## src/rtl/alu_pkg.sv

```systemverilog
// Shared ALU control codes, multi-cycle classification and sequencer state type.
package alu_pkg;

  localparam logic [3:0] ALU_ADD     = 4'b0001;
  localparam logic [3:0] ALU_SUB     = 4'b0010;
  localparam logic [3:0] ALU_AND     = 4'b0011;
  localparam logic [3:0] ALU_OR      = 4'b0100;
  localparam logic [3:0] ALU_MUL     = 4'b0110;
  localparam logic [3:0] ALU_RELU    = 4'b0111;
  localparam logic [3:0] ALU_MAXPOOL = 4'b1000;
  localparam logic [3:0] ALU_FC      = 4'b1001;
  localparam logic [3:0] ALU_CONV    = 4'b1010;

  typedef enum logic [1:0] {
    IDLE = 2'd0,
    BUSY = 2'd1,
    DONE = 2'd2
  } seq_state_t;

  function automatic logic is_multicycle(input logic [3:0] code);
    return (code == ALU_MUL) || (code == ALU_MAXPOOL) ||
           (code == ALU_FC)  || (code == ALU_CONV);
  endfunction

endpackage

```

## src/rtl/alu_op_sequencer_if.sv

```systemverilog
// EX-stage <-> sequencer signal bundle; state_o exposes the FSM for observation.
interface alu_op_sequencer_if;
  import alu_pkg::*;

  // valid_i marks an instruction present in EX; it is held by the pipeline
  // while stall_o is high and leaves EX in the cycle result_valid_o is high.
  logic        valid_i;
  logic [3:0]  alu_ctrl_i;
  logic        flush_i;
  logic [31:0] unit_result_i;
  logic        stall_o;
  logic        unit_start_o;
  logic [3:0]  unit_sel_o;
  logic        busy_o;
  logic        result_valid_o;
  logic [31:0] result_o;
  seq_state_t  state_o;

  modport master (
    output valid_i, alu_ctrl_i, flush_i, unit_result_i,
    input  stall_o, unit_start_o, unit_sel_o, busy_o, result_valid_o, result_o, state_o
  );

  modport slave (
    input  valid_i, alu_ctrl_i, flush_i, unit_result_i,
    output stall_o, unit_start_o, unit_sel_o, busy_o, result_valid_o, result_o, state_o
  );
endinterface

```

## src/rtl/alu_lat_lookup.sv

```systemverilog
// Maps an ALU control code to its latency minus one; unknown codes give 0.
module alu_lat_lookup
  import alu_pkg::*;
#(
  parameter int LAT_MUL  = 3,
  parameter int LAT_POOL = 4,
  parameter int LAT_FC   = 16,
  parameter int LAT_CONV = 36,
  parameter int CNT_W    = 8
) (
  input  logic [3:0]       code_i,
  output logic [CNT_W-1:0] lat_m1_o,
  output logic             multi_o
);

  always_comb begin
    lat_m1_o = '0;
    multi_o  = is_multicycle(code_i);
    case (code_i)
      ALU_MUL:     lat_m1_o = CNT_W'(LAT_MUL - 1);
      ALU_MAXPOOL: lat_m1_o = CNT_W'(LAT_POOL - 1);
      ALU_FC:      lat_m1_o = CNT_W'(LAT_FC - 1);
      ALU_CONV:    lat_m1_o = CNT_W'(LAT_CONV - 1);
      default:     lat_m1_o = '0;
    endcase
  end

endmodule

```

## src/rtl/alu_op_sequencer.sv

```systemverilog
// Stalls the pipeline around multi-cycle ALU ops, counts their latency and captures the result.
module alu_op_sequencer
  import alu_pkg::*;
#(
  parameter int LAT_MUL  = 3,
  parameter int LAT_POOL = 4,
  parameter int LAT_FC   = 16,
  parameter int LAT_CONV = 36,
  parameter int CNT_W    = 8
) (
  input  logic              clk_i,
  input  logic              rst_i,
  alu_op_sequencer_if.slave bus
);

  seq_state_t       state_q, state_d;
  logic [CNT_W-1:0] cnt_q, cnt_d;
  logic [3:0]       sel_q, sel_d;
  logic             start_q, start_d;
  logic             rv_q, rv_d;
  logic [31:0]      result_q, result_d;
  logic             stall;
  logic [CNT_W-1:0] lat_m1;
  logic             multi;

  alu_lat_lookup #(
    .LAT_MUL (LAT_MUL),
    .LAT_POOL(LAT_POOL),
    .LAT_FC  (LAT_FC),
    .LAT_CONV(LAT_CONV),
    .CNT_W   (CNT_W)
  ) u_lat (
    .code_i  (bus.alu_ctrl_i),
    .lat_m1_o(lat_m1),
    .multi_o (multi)
  );

  always_comb begin
    state_d  = state_q;
    cnt_d    = cnt_q;
    sel_d    = sel_q;
    start_d  = 1'b0;
    rv_d     = 1'b0;
    result_d = result_q;
    stall    = 1'b0;
    case (state_q)
      IDLE: begin
        if (bus.valid_i && multi) begin
          stall   = 1'b1;
          state_d = BUSY;
          cnt_d   = lat_m1;
          sel_d   = bus.alu_ctrl_i;
          start_d = 1'b1;
        end
      end
      BUSY: begin
        stall = 1'b1;
        if (cnt_q == '0) begin
          state_d  = DONE;
          rv_d     = 1'b1;
          result_d = bus.unit_result_i;
        end else begin
          cnt_d = cnt_q - CNT_W'(1);
        end
      end
      // DONE never accepts, so the held instruction cannot be launched twice.
      DONE:    state_d = IDLE;
      default: state_d = IDLE;
    endcase
    // A squash overrides everything: no launch, no result, pipeline released.
    if (bus.flush_i) begin
      state_d  = IDLE;
      cnt_d    = '0;
      start_d  = 1'b0;
      rv_d     = 1'b0;
      result_d = result_q;
      stall    = 1'b0;
    end
  end

  always_ff @(posedge clk_i or posedge rst_i) begin
    if (rst_i) begin
      state_q  <= IDLE;
      cnt_q    <= '0;
      sel_q    <= '0;
      start_q  <= 1'b0;
      rv_q     <= 1'b0;
      result_q <= '0;
    end else begin
      state_q  <= state_d;
      cnt_q    <= cnt_d;
      sel_q    <= sel_d;
      start_q  <= start_d;
      rv_q     <= rv_d;
      result_q <= result_d;
    end
  end

  assign bus.stall_o        = stall && !rst_i;
  assign bus.unit_start_o   = start_q;
  assign bus.unit_sel_o     = sel_q;
  assign bus.busy_o         = (state_q == BUSY);
  assign bus.result_valid_o = rv_q;
  assign bus.result_o       = result_q;
  assign bus.state_o        = state_q;

endmodule

```

## src/flat_wrapper.sv

```systemverilog
// flat-port wrapper written by rule: the top's interface ports become plain ports
module alu_op_sequencer_flat import alu_pkg::*;
#(
  parameter int LAT_MUL  = 3,
  parameter int LAT_POOL = 4,
  parameter int LAT_FC   = 16,
  parameter int LAT_CONV = 36,
  parameter int CNT_W    = 8
)
  (clk_i, rst_i, bus_valid_i, bus_alu_ctrl_i, bus_flush_i, bus_unit_result_i, bus_stall_o, bus_unit_start_o, bus_unit_sel_o, bus_busy_o, bus_result_valid_o, bus_result_o, bus_state_o);
  alu_op_sequencer_if bus_i ();
  input  logic clk_i;
  input  logic rst_i;
  input wire logic [$bits(bus_i.valid_i)-1:0] bus_valid_i;
  input wire logic [$bits(bus_i.alu_ctrl_i)-1:0] bus_alu_ctrl_i;
  input wire logic [$bits(bus_i.flush_i)-1:0] bus_flush_i;
  input wire logic [$bits(bus_i.unit_result_i)-1:0] bus_unit_result_i;
  output wire logic [$bits(bus_i.stall_o)-1:0] bus_stall_o;
  output wire logic [$bits(bus_i.unit_start_o)-1:0] bus_unit_start_o;
  output wire logic [$bits(bus_i.unit_sel_o)-1:0] bus_unit_sel_o;
  output wire logic [$bits(bus_i.busy_o)-1:0] bus_busy_o;
  output wire logic [$bits(bus_i.result_valid_o)-1:0] bus_result_valid_o;
  output wire logic [$bits(bus_i.result_o)-1:0] bus_result_o;
  output wire logic [$bits(bus_i.state_o)-1:0] bus_state_o;
  assign bus_i.valid_i = bus_valid_i;
  assign bus_i.alu_ctrl_i = bus_alu_ctrl_i;
  assign bus_i.flush_i = bus_flush_i;
  assign bus_i.unit_result_i = bus_unit_result_i;
  assign bus_stall_o = bus_i.stall_o;
  assign bus_unit_start_o = bus_i.unit_start_o;
  assign bus_unit_sel_o = bus_i.unit_sel_o;
  assign bus_busy_o = bus_i.busy_o;
  assign bus_result_valid_o = bus_i.result_valid_o;
  assign bus_result_o = bus_i.result_o;
  assign bus_state_o = bus_i.state_o;
  alu_op_sequencer #(.LAT_MUL(LAT_MUL), .LAT_POOL(LAT_POOL), .LAT_FC(LAT_FC), .LAT_CONV(LAT_CONV), .CNT_W(CNT_W)) u_core (.clk_i(clk_i), .rst_i(rst_i), .bus(bus_i));
endmodule
```

## config.mk

```make
export PLATFORM = sky130hd
export DESIGN_NAME = alu_op_sequencer_flat
export DESIGN_NICKNAME = d
export VERILOG_FILES = /design/src/rtl/alu_pkg.sv /design/src/rtl/alu_op_sequencer_if.sv /design/src/rtl/alu_lat_lookup.sv /design/src/rtl/alu_op_sequencer.sv /design/src/flat_wrapper.sv
export SDC_FILE = /design/constraint.sdc
export NUM_CORES = 1
export LEC_CHECK = 0
export BUFFER_PORTS_ARGS = -buffer_cell sky130_fd_sc_hd__buf_2
export CAP_MARGIN = 20
export CORE_MARGIN = 2
export CORE_UTILIZATION = 36
export DETAILED_ROUTE_END_ITERATION = 8
export GPL_ROUTABILITY_DRIVEN = 0
export PLACE_DENSITY = 0.69
export SLEW_MARGIN = 30
export SYNTH_ARGS = -nofsm -noshare
export SYNTH_HDL_FRONTEND = slang
export SYNTH_SLANG_ARGS = --single-unit
```

## constraint.sdc

```tcl
create_clock -name clk_i -period 3.8 [get_ports clk_i]
set_clock_uncertainty 0.05 [all_clocks]
set_input_delay 0.57 -clock clk_i [delete_from_list [all_inputs] [get_ports clk_i]]
set_output_delay 0.57 -clock clk_i [all_outputs]
set_load 0.05 [all_outputs]
```

[Word level (Yosys, flattened, before mapping)]
Cells that the tools add are included.
Word-level totals
  bits in registers: 48
  input bits: 40
  output and inout bits: 42
Cells by class
  $add $sub $neg: 1
  eq/ne operators: 8
  mux-type cells: 17
  bitwise logic cells: 1
  reductions and logical operators: 13
Operators with widths (count)
  8-bit 2-to-1 mux: 3
  6-bit case mux with 4 select lines: 1
  8-bit case mux with 2 select lines: 1
  4-bit == test, second input constant: 3
  8-bit logical NOT: 1
  8-bit by 1-bit subtractor with 8-bit output, second input constant: 1
  1-bit 2-to-1 mux: 7
  2-bit 2-to-1 mux: 3
  3-bit by 2-bit inequality test with 1-bit output, second input constant: 2
  3-bit AND reduction: 2
  4-bit by 3-bit == test with 1-bit output, second input constant: 1
  2-bit case mux with 2 select lines: 1
  2-bit AND reduction: 2
  1-bit logical OR: 3
  3-bit inequality test, second input constant: 1
  3-bit nonzero test: 1
  2-bit by 1-bit == test with 1-bit output, second input constant: 1
  1-bit logical AND: 2
  2-bit logical NOT: 1
  1-bit case mux with 2 select lines: 1
  1-bit logical NOT: 1
  1-bit NOT: 1

[Depth between registers and ports, before layout]
  depth in word-level cells: 9
  gate-level depth with buffers: 7
  gate-level depth less buffers: 6

[Hierarchy]
Synthesis repeated with hierarchy kept, for this count alone.
Unflattened totals
  cells, all modules: 173
  area, all modules: 2324.7 µm²
Modules (own cells, without submodules)
  alu_op_sequencer: times used 1, cells each 160, area each 2218.4 µm², seq. area each 1201.2 µm²
  alu_lat_lookup: times used 1, cells each 13, area each 106.4 µm², seq. area each 0.0 µm²

[Least setup slack after synthesis]
Ideal clock, no wire load.
  path type: in2out
  start point: input bus_alu_ctrl_i[0]
  end point: output bus_stall_o
  arrival time: 2.263 ns
  setup slack: 0.917 ns
  stages on the path: 3
  buffers on the path: 0
  cells stage by stage: nor4bb_1 > o41ai_2 > nor3_1
On the way
  longest elaborated chain between the ends: 9
Ends and longest elaborated chain
  from (decl): line flat_wrapper.sv:15  | input wire logic [$bits(bus_i.alu_ctrl_i)-1:0] bus_alu_ctrl_i;
  4-bit by 3-bit == test with 1-bit output / 4-bit == test (equally long branches): line alu_pkg.sv:21  | return (code == ALU_MUL) || (code == ALU_MAXPOOL) ||
  1-bit logical OR (2 in a row): line alu_pkg.sv:21
  1-bit logical OR (*): line alu_pkg.sv:22  | (code == ALU_FC) || (code == ALU_CONV);
  1-bit logical AND (*): line alu_op_sequencer.sv:48  | if (bus.valid_i && multi) begin
  1-bit 2-to-1 mux (*): line alu_op_sequencer.sv:48
  1-bit case mux with 2 select lines (*): line alu_op_sequencer.sv:46  | case (state_q)
  1-bit 2-to-1 mux (*): line alu_op_sequencer.sv:71  | if (bus.flush_i) begin
  1-bit logical AND (*): line alu_op_sequencer.sv:99  | assign bus.stall_o = stall && !rst_i;
  to (decl): line flat_wrapper.sv:18  | output wire logic [$bits(bus_i.stall_o)-1:0] bus_stall_o;
Every way passes the cells marked *; elsewhere a longest branch is shown, timed or not.

[Worst setup path after layout]
Ends and elaborated chain as after synthesis.

==> results.cfg <==
[timing]
post-route-period-util_pct = 66.9
fmax_ghz = 0.393
setup_tns_ns = 0
hold_viol_final = 0
fin_crit_ns = 2.54
tightest_slew_ns = 0.871
layout_setup_ws_ns = 1.26
slew_violations = 0
slew_headroom_pct = 41.4
holdWs_ns = 0.298
setup_viol = 0
rsz0062_at_grt = false

[synthesis]
synth.most_common_cell = dfrtp_1
ys_top_cells_by_area = dfrtp_1, mux2_4, mux2_2
ys.flop_type = dfrtp_1
yosysWarnings = 0
async_flop_share_pct = 100
syn_avg_cell_area_um2 = 13.6
synth_cells = 169
syn_nets = 211
synth_top_area_cell = dfrtp_1
ys_ff_latch = 48
synthDistinctLibCells = 42
synth_area_mm2 = 0.00230
synth_edf_count = 0
seq_area_frac_synth_pct = 52.1
synth_common_cells = dfrtp_1, mux2_4, nor2_1
synth_top_area_share_pct = 52.1

[detailed_routing]
vias_per_cell = 5.19
routedWlPerCell_um = 14.9
ant_nets = 0
drt_wl_total_mm = 4.92
first_pass_iters = 4
drcViolationCount = 0
via_count = 1712
drtIter0Drc = 74

[power]
power_density_mw_per_mm2 = 820
irDropWorstVdd_mv = 0.534
p_leak_nw = 1.40
p_total_mw = 2.38

[layout]
final_nets = 294
drive_gt1_share_pct = 53.4
antennaDiodeCount = 0
areaGrowthSynthToFinish_pct = 25.7

[floorplan]
ios = 82
rows = 29
start_util_pct = 36.7
core_area_mm2 = 0.00628
die_x_um = 84.0
die-area_mm2 = 0.00705
die_y_um = 84.0

[clock_tree]
cts_setup_buffers = 0
cts_sinks = 48
numCtsBuffers = 5
clock-root-buffer = clkbuf_8
clock_latency_ns = 0.30
htreeDepth = 2
post_cts_resized = 0
cts_tree = done
max-clock-path-buffers = 2
clkTransAtPathRegs_ns = 0.09
cts_hold_buf = 0

[flow_run]
cap_viol_max_count = 0

[critical_path]
cp_cell_sequence = buf_2, nor4bb_1, o41ai_2, nor3_1, buf_2
slowest_stage = nor4bb_1
cpPeakStageDelay_ns = 0.50
required_ns = 3.18
crit_top_cell = buf_2
r2r_cells = 6
crit_path_end_kind = output port
cp.depth = 5
start_kind = input port
crit_fanout = 7
critPathTopFamily = simple AND/OR/NAND/NOR gates
cp.buffers_inverters = 2
critPathKind = input port to output port
crit_arrival_ns = 1.92

[global_route]
grt_pass1_vias = 1727
met2_usage_pct = 21.5
grt.busiest_layer = met2
track_usage_pct = 14.8
use_met3_pct = 3.96
antenna_found_initial = 0
grt_pass1_wl_mm = 8.40
grt_max_degree = 49
grt_overflow = 0
use_met1_pct = 21.4

[place]
hpwlAfterDp_mm = 3.56
dp_slack_ns = 1.30
numPortBuffers = 81

[status]
status = finished, final reports clean

[hold_path]
hp-class = input port to async pin
-- cell usage in the layout (no fill, tap or decap), drive strengths merged, types with 3 or more instances in the layout --
cell and n:
mux2 35, a21oi 6, nor3 6, buf 82, nor3b 4, dfrtp 48
nand2 5, o31ai 3, clkbuf 5, o21ai 3, nor4 5, inv 7
nand3 3, nor2 8, nor4b 4
-- through the flow --
stage	utilization (%)	instances	cell area (µm²)
after global placement	43.9	322	2760
after CTS	46.1	330	2900
final	46.1	330	2900
after global routing	46.1	330	2900
after floorplan	-	169	2300
after detailed placement	44.0	322	2760
-- kinds of logic after synthesis --
group / count (synthesis) / share of synthesized area (%)
AOI/OAI and AO/OA: 27 / 9.07
DFF: 48 / 52.1
and+or+nand+nor: 44 / 12.1
muxes: 35 / 22.0
buffers and inverters: 13 / 3.58
adders and majority gates: 2 / 1.09
-- final timing paths --
kind | start | slack, ns | end
setup reg to reg | u_core.cnt_q[0] | 1.30 | u_core.bus.result_o[31]
hold / removal | rst_i | 0.30 | u_core.bus.result_o[18]
hold reg to reg | u_core.bus.unit_sel_o[3] | 0.46 | u_core.bus.unit_sel_o[3]
setup / recovery | bus_alu_ctrl_i[0] | 1.26 | bus_stall_o
max in group asynchronous | rst_i | 3.00 | u_core.cnt_q[1]
min in group clk_i | bus_unit_result_i[23] | 0.45 | u_core.bus.result_o[23]
-- report_power, final --
part / leakage [nW] / switching, mW / internal (mW)
Clock: 0.0687 / 0.170 / 0.265
Sequential: 0.597 / 0.0865 / 0.683
Combinational: 0.736 / 0.808 / 0.364
Total: 1.40 / 1.06 / 1.31
-- layer usage --
layer	part of all wire, %	vias up
li1	-	797
met1	48	833
met2	43	74
met3	7.7	8
met4	1.4	0
met5	0	-
-- worst reg2reg max path, stage by stage, from the launching register on --
cell and delay (ns):
dfrtp_1 0.44, inv_1 0.10, ha_1 0.17, or4b_4 0.49
nor4_4 0.21, buf_4 0.52, mux2_2 0.42
-- flip-flops by register name (all words and copies together) (netlist names) --
name and flops:
u_core.bus.state_o 2, u_core.bus.result_valid_o 1, u_core.bus.unit_sel_o 4, u_core.bus.result_o 32, u_core.cnt_q 8, u_core.bus.unit_start_o 1
-- final cells by class --
type                    count  area [µm²]
inverters                   7        28.8
clock buffers               5        68.8
repair buffers             82         413
fillers                   590        3380
well taps                  77        96.3
multi-input cells         108        1020
clock inverters             3        68.8
flip-flops and latches     48        1200
No activity file was read; power rests on OpenSTA's default activity.
